### src/rtl/win_banner_ctrl.sv
// WIN banner sequencer: slide banner to rest, hold (optionally blinking), then request level advance.
// Latency: all outputs registered, one cycle after the triggering input; REQ waits indefinitely for ack.
// Optional blinking during HOLD is enabled by defining WIN_BANNER_BLINK_EN.
module win_banner_ctrl #(
   parameter int unsigned TARGET_X    = 295,
   parameter int unsigned TARGET_Y    = 215,
   parameter int unsigned START_Y     = 0,
   parameter int unsigned SLIDE_STEP  = 4,
   parameter int unsigned HOLD_FRAMES = 120,
   parameter int unsigned BLINK_HALF  = 8
) (
   input  logic        clk,
   input  logic        resetN,
   input  logic        startOfFrame,
   input  logic        level_won,
   input  logic        skip,
   input  logic        next_level_ack,
   output logic [10:0] topLeftX,
   output logic [10:0] topLeftY,
   output logic        banner_visible,
   output logic        next_level_req,
   output logic        busy
);

   typedef enum logic [1:0] {
      ST_IDLE,
      ST_SLIDE,
      ST_HOLD,
      ST_REQ
   } state_t;

   localparam int unsigned CNT_W = (HOLD_FRAMES > 1) ? $clog2(HOLD_FRAMES) : 1;
   localparam logic [CNT_W-1:0] HOLD_LAST = CNT_W'(HOLD_FRAMES - 1);
   localparam logic [10:0] TX     = 11'(TARGET_X);
   localparam logic [10:0] TY     = 11'(TARGET_Y);
   localparam logic [10:0] SY     = 11'(START_Y);
   localparam logic [11:0] STEP12 = 12'(SLIDE_STEP);
   localparam logic [11:0] TY12   = 12'(TARGET_Y);

   state_t           state_q, state_d;
   logic [10:0]      x_q, x_d;
   logic [10:0]      y_q, y_d;
   logic [CNT_W-1:0] frame_cnt_q, frame_cnt_d;
   logic             vis_q, vis_d;
   logic             req_q, req_d;
   logic             busy_q, busy_d;
   logic [11:0]      y_sum;
   logic             hold_vis;

`ifdef WIN_BANNER_BLINK_EN
   localparam int unsigned BLINK_W = (BLINK_HALF > 1) ? $clog2(BLINK_HALF) : 1;
   localparam logic [BLINK_W-1:0] BLINK_LAST = BLINK_W'(BLINK_HALF - 1);

   logic [BLINK_W-1:0] blink_cnt_q, blink_cnt_d;
   logic               phase_q, phase_d;
`endif

   always_comb begin
      state_d     = state_q;
      x_d         = TX;
      y_d         = y_q;
      frame_cnt_d = frame_cnt_q;
      // 12-bit sum so a large step near the bottom cannot wrap past TARGET_Y
      y_sum       = {1'b0, y_q} + STEP12;
`ifdef WIN_BANNER_BLINK_EN
      blink_cnt_d = blink_cnt_q;
      phase_d     = phase_q;
`endif
      case (state_q)
         ST_IDLE: begin
            if (level_won) begin
               state_d = ST_SLIDE;
               y_d     = SY;
            end
         end
         ST_SLIDE: begin
            if (skip || (startOfFrame && (y_sum >= TY12))) begin
               state_d     = ST_HOLD;
               y_d         = TY;
               frame_cnt_d = '0;
`ifdef WIN_BANNER_BLINK_EN
               blink_cnt_d = '0;
               phase_d     = 1'b1;
`endif
            end else if (startOfFrame) begin
               y_d = y_sum[10:0];
            end
         end
         ST_HOLD: begin
            if (skip) begin
               state_d = ST_REQ;
            end else if (startOfFrame) begin
               if (frame_cnt_q == HOLD_LAST) begin
                  state_d = ST_REQ;
               end else begin
                  frame_cnt_d = frame_cnt_q + 1'b1;
               end
`ifdef WIN_BANNER_BLINK_EN
               if (blink_cnt_q == BLINK_LAST) begin
                  blink_cnt_d = '0;
                  phase_d     = ~phase_q;
               end else begin
                  blink_cnt_d = blink_cnt_q + 1'b1;
               end
`endif
            end
         end
         ST_REQ: begin
            if (next_level_ack) begin
               state_d = ST_IDLE;
            end
         end
         default: state_d = ST_IDLE;
      endcase

`ifdef WIN_BANNER_BLINK_EN
      hold_vis = phase_d;
`else
      hold_vis = 1'b1;
`endif

      // outputs are derived from the next state so they are registered alongside it
      case (state_d)
         ST_IDLE:  vis_d = 1'b0;
         ST_HOLD:  vis_d = hold_vis;
         default:  vis_d = 1'b1;
      endcase
      req_d  = (state_d == ST_REQ);
      busy_d = (state_d != ST_IDLE);
   end

   always_ff @(posedge clk) begin
      if (resetN) begin
         state_q     <= ST_IDLE;
         x_q         <= TX;
         y_q         <= SY;
         frame_cnt_q <= '0;
         vis_q       <= 1'b0;
         req_q       <= 1'b0;
         busy_q      <= 1'b0;
`ifdef WIN_BANNER_BLINK_EN
         blink_cnt_q <= '0;
         phase_q     <= 1'b1;
`endif
      end else begin
         state_q     <= state_d;
         x_q         <= x_d;
         y_q         <= y_d;
         frame_cnt_q <= frame_cnt_d;
         vis_q       <= vis_d;
         req_q       <= req_d;
         busy_q      <= busy_d;
`ifdef WIN_BANNER_BLINK_EN
         blink_cnt_q <= blink_cnt_d;
         phase_q     <= phase_d;
`endif
      end
   end

   assign topLeftX       = x_q;
   assign topLeftY       = y_q;
   assign banner_visible = vis_q;
   assign next_level_req = req_q;
   assign busy           = busy_q;

endmodule

### config.mk
export PLATFORM = sky130hd
export DESIGN_NAME = win_banner_ctrl
export DESIGN_NICKNAME = d
export VERILOG_FILES = /design/src/rtl/win_banner_ctrl.sv
export SDC_FILE = /design/constraint.sdc
export NUM_CORES = 1
export LEC_CHECK = 0
export ABC_AREA = 1
export CAP_MARGIN = 20
export CORE_MARGIN = 2
export CORE_UTILIZATION = 50
export CTS_CLUSTER_SIZE = 8
export DETAILED_ROUTE_END_ITERATION = 16
export PLACE_DENSITY_LB_ADDON = 0.1
export SYNTH_ARGS = -nofsm -noshare
export SYNTH_HDL_FRONTEND = slang
export SYNTH_SLANG_ARGS = --single-unit
### constraint.sdc
create_clock -name clk -period 2.7 [get_ports clk]
set_clock_uncertainty 0.1 [all_clocks]
set_input_delay 0.81 -clock clk [delete_from_list [all_inputs] [get_ports clk]]
set_output_delay 0.81 -clock clk [all_outputs]
set_load 0.05 [all_outputs]
==> metrics.md <==
| Metric | Value |
|---|---|
| Detailed Route WL | `2893 um` |
| Pwr dens | `472.3 nW/um^2` |
| Initial DRT Pass Iterations | `4` |
| Setup_tns | `0 ns` |
| Asr flop ratio synth | `0%` |
| Crit path largest cell delay | `0.87 ns` |
| Final Setup Violations | `0` |
| Max-slew headroom | `66.74%` |
| Starting Density | `roughly half` |
| Compound-gate portion of the synthesized area | `12.10%` |
| Final-report max-slew violation count | `0` |
| Cell family with most CP delay | `buffers and inverters` |
| Simple-gate share of the synthesized area | `between 30% and 40%` |
| CTS tree | `done` |
| Worst-path fanout max | `8` |
| CTS hold repair buffers | `0` |
| Seq/Total Area, Yosys | `30.57%` |
| H-tree levels | `1` |
| GR Util met3 | `2.304%` |
| Gr usage total | `a little under a fifth` |
| Status | `completed` |
| Seq cells post-synth | `21` |
| Core Rows | `19` |
| IO Port Bufs | `19` |
| Crit path kind | `flip-flop to output pin` |
| Number of global-route vias before repair | `~1,100` |
| CP Cell Sequence | `clkdlybuf4s50_1` |
| Post-route minimum period | `2.599 ns` |
| Unique masters post-synth | `29` |
| First-pass GRT wire length | `~4700 um` |
| Die area | `approximately 3200 sq um` |
| Unrepaired setup endpoints after global routing | `no` |
| Syn Inst Count | `roughly 200` |
| Worst-path clk slew | `0.12 ns` |
| VDD IR-drop max | `~0.28 mV` |
| GR Util met1 | `21.92%` |
| N_diodes | `0` |
| # IOs | `31` |
| Most used DFF post-synth | `dfxtp_1` |
| M2 GR Usage | `33.89%` |
| Register area | `420.4 sq um` |
| Slew @ Worst Pin | `0.4974 ns` |
| Initial DRC Count | `56` |
| Synth Area in Adders | `2.730%` |
| Filler cell count in the final layout | `254` |
| Via density | `4.964` |
| XOR/XNOR share of the synthesized area | `3.185%` |
| Worst skew pair latency | `0.32 ns` |
| Multi-input combinational cell area | `between 700 and 800 sq um` |
| Initial antenna violation count | `0` |
| Die Y | `56.44 um` |
| Hold Fails Final Rpt | `0` |
| Most crowded layer after global routing | `met2` |
| Hold crit path type | `flip-flop to flip-flop` |
| Ratio of cells with drive above 1 in the final layout | `13.82%` |
| Crit path launch type | `flip-flop` |
| DRC errors left | `0` |
| Worst hold slack | `0.3763 ns` |
| Vias | `1,231` |
| Antenna-violating nets left | `0` |
| Final Cycle Share | `96.24%` |
| Multiplexer share of the synthesized area | `0%` |
| Crit path buffers/inverters | `1` |
| CORE AREA | `2686 sq um` |
| Worst endpoint data arrival time | `1.69 ns` |
| CTS Sinks | `21` |
| Gpl congestion | `0.7882` |
| Number of CTS-inserted buffers | `3` |
| DP Wirelength | `2274 um` |
| Mean area per synthesized cell | `just under 7 sq um` |
| Area Overhead vs Synth | `14.29%` |
| Yosys warnings | `0` |
| Nets | `227` |
| Max stage delay cell, worst path | `clkdlybuf4s50_1` |
| Worst Path Required | `1.79 ns` |
| Largest family of logic cells by synthesized area | `simple AND/OR/NAND/NOR gates` |
| LEAKAGE | `0.0006239 uW` |
| Maximum clock frequency | `384.8 MHz` |
| PostCTS Resize Cnt | `0` |
| CP endpoint kind | `output pin` |
| Largest net degree at the start of global routing | `16` |
| Post-synthesis cell area | `1375 sq um` |
| Max-cap violation count | `0` |
| Post-CTS Setup Inserts | `0` |
| Total grt overflow | `0` |
| Routed WL per cell | `11.67 um` |
| Die extent in x | `~56 um` |
| Clk buf depth | `2` |
| Clk root buf | `clkbuf_4` |
| Post-synth EDFFs | `0` |
-- sequential cells by signal, summed over array words and instances, names as in the netlist --
name and flops:
topLeftY 10, frame_cnt_q 7, state_q 2, banner_visible 1, next_level_req 1
-- routing by layer --
metal,share of wire (%),routed length [um]
met5,0,0
met4,1.1,31
met3,3.1,91
met2,52,1493
met1,44,1277
-- final cells by class --
class,count,share of cell area [%]
Inverter,26,6.210
Multi-Input combinational cell,146,50.24
Timing Repair Buffer,20,12.58
Clock buffer,3,1.433
Tap cell,31,2.468
Sequential cell,21,26.75
Clock inverter,1,0.3185
-- where the power goes --
group	switching [uW]	total [uW]	internal, uW	leakage (uW)
registers	22.4	350	327	0.000171
clock network	108	163	55.4	0.0000177
logic	164	230	65.6	0.000435
-- synthesized netlist by cell type, types with 4 or more instances --
master / count / area share [%]
nand2_1: 42 / 11
inv_1: 23 / 6.3
dfxtp_1: 21 / 31
nand3_1: 18 / 6.6
nor2_1: 15 / 4.1
a21oi_1: 13 / 4.7
buf_4: 13 / 7.1
nand2_2: 6 / 2.7
o21ai_0: 6 / 2.2
nor2_2: 5 / 2.3
a21oi_2: 4 / 2.5
-- kinds of logic after synthesis --
group,Yosys count
simple gates,99
fa+ha+maj,3
xor+xnor,5
other cells,2
compound gates,28
buf+inv,40
flops,21
-- placed cells by master (no fill, tap or decap), types with 2 or more instances in the layout --
master / n
a21oi_1: 13
a21oi_2: 4
clkbuf_4: 3
clkdlybuf4s50_1: 19
conb_1: 11
dfxtp_1: 21
ha_1: 3
inv_1: 23
inv_2: 2
nand2_1: 42
nand2_2: 6
nand2_8: 2
nand3_1: 18
nand3_2: 2
nand4_1: 2
nor2_1: 15
nor2_2: 5
nor2_4: 2
nor3_1: 3
o211ai_1: 2
o21ai_0: 6
xnor2_1: 3
xor2_1: 2
-- final timing paths --
kind               endpoint  cells past startpoint  slack (ns)            from
max             topLeftY[4]                      1        0.10     topLeftY[4]
min reg2reg  frame_cnt_q[2]                      2        0.38  frame_cnt_q[2]
min          frame_cnt_q[2]                      2        0.38  frame_cnt_q[2]
max reg2reg  banner_visible                     10        0.65     topLeftY[3]
-- per-stage QoR --
stage | total power, uW | area, sq um | worst slack [ns] | util, % | std cells
2_1_floorplan | 541.2 | 1409 | 0.5278 | - | 207
3_3_place_gp | 582.4 | 1544 | 0.3206 | 57.48 | 244
3_5_place_dp | 585.5 | 1544 | 0.2405 | 57.48 | 244
4_1_cts | 743.7 | 1572 | 0.1132 | 58.50 | 248
5_1_grt | 772.0 | 1572 | 0.06219 | 58.50 | 248
6_report | 742.3 | 1572 | 0.1015 | 58.50 | 248
Power figures use the tool's default switching activity.
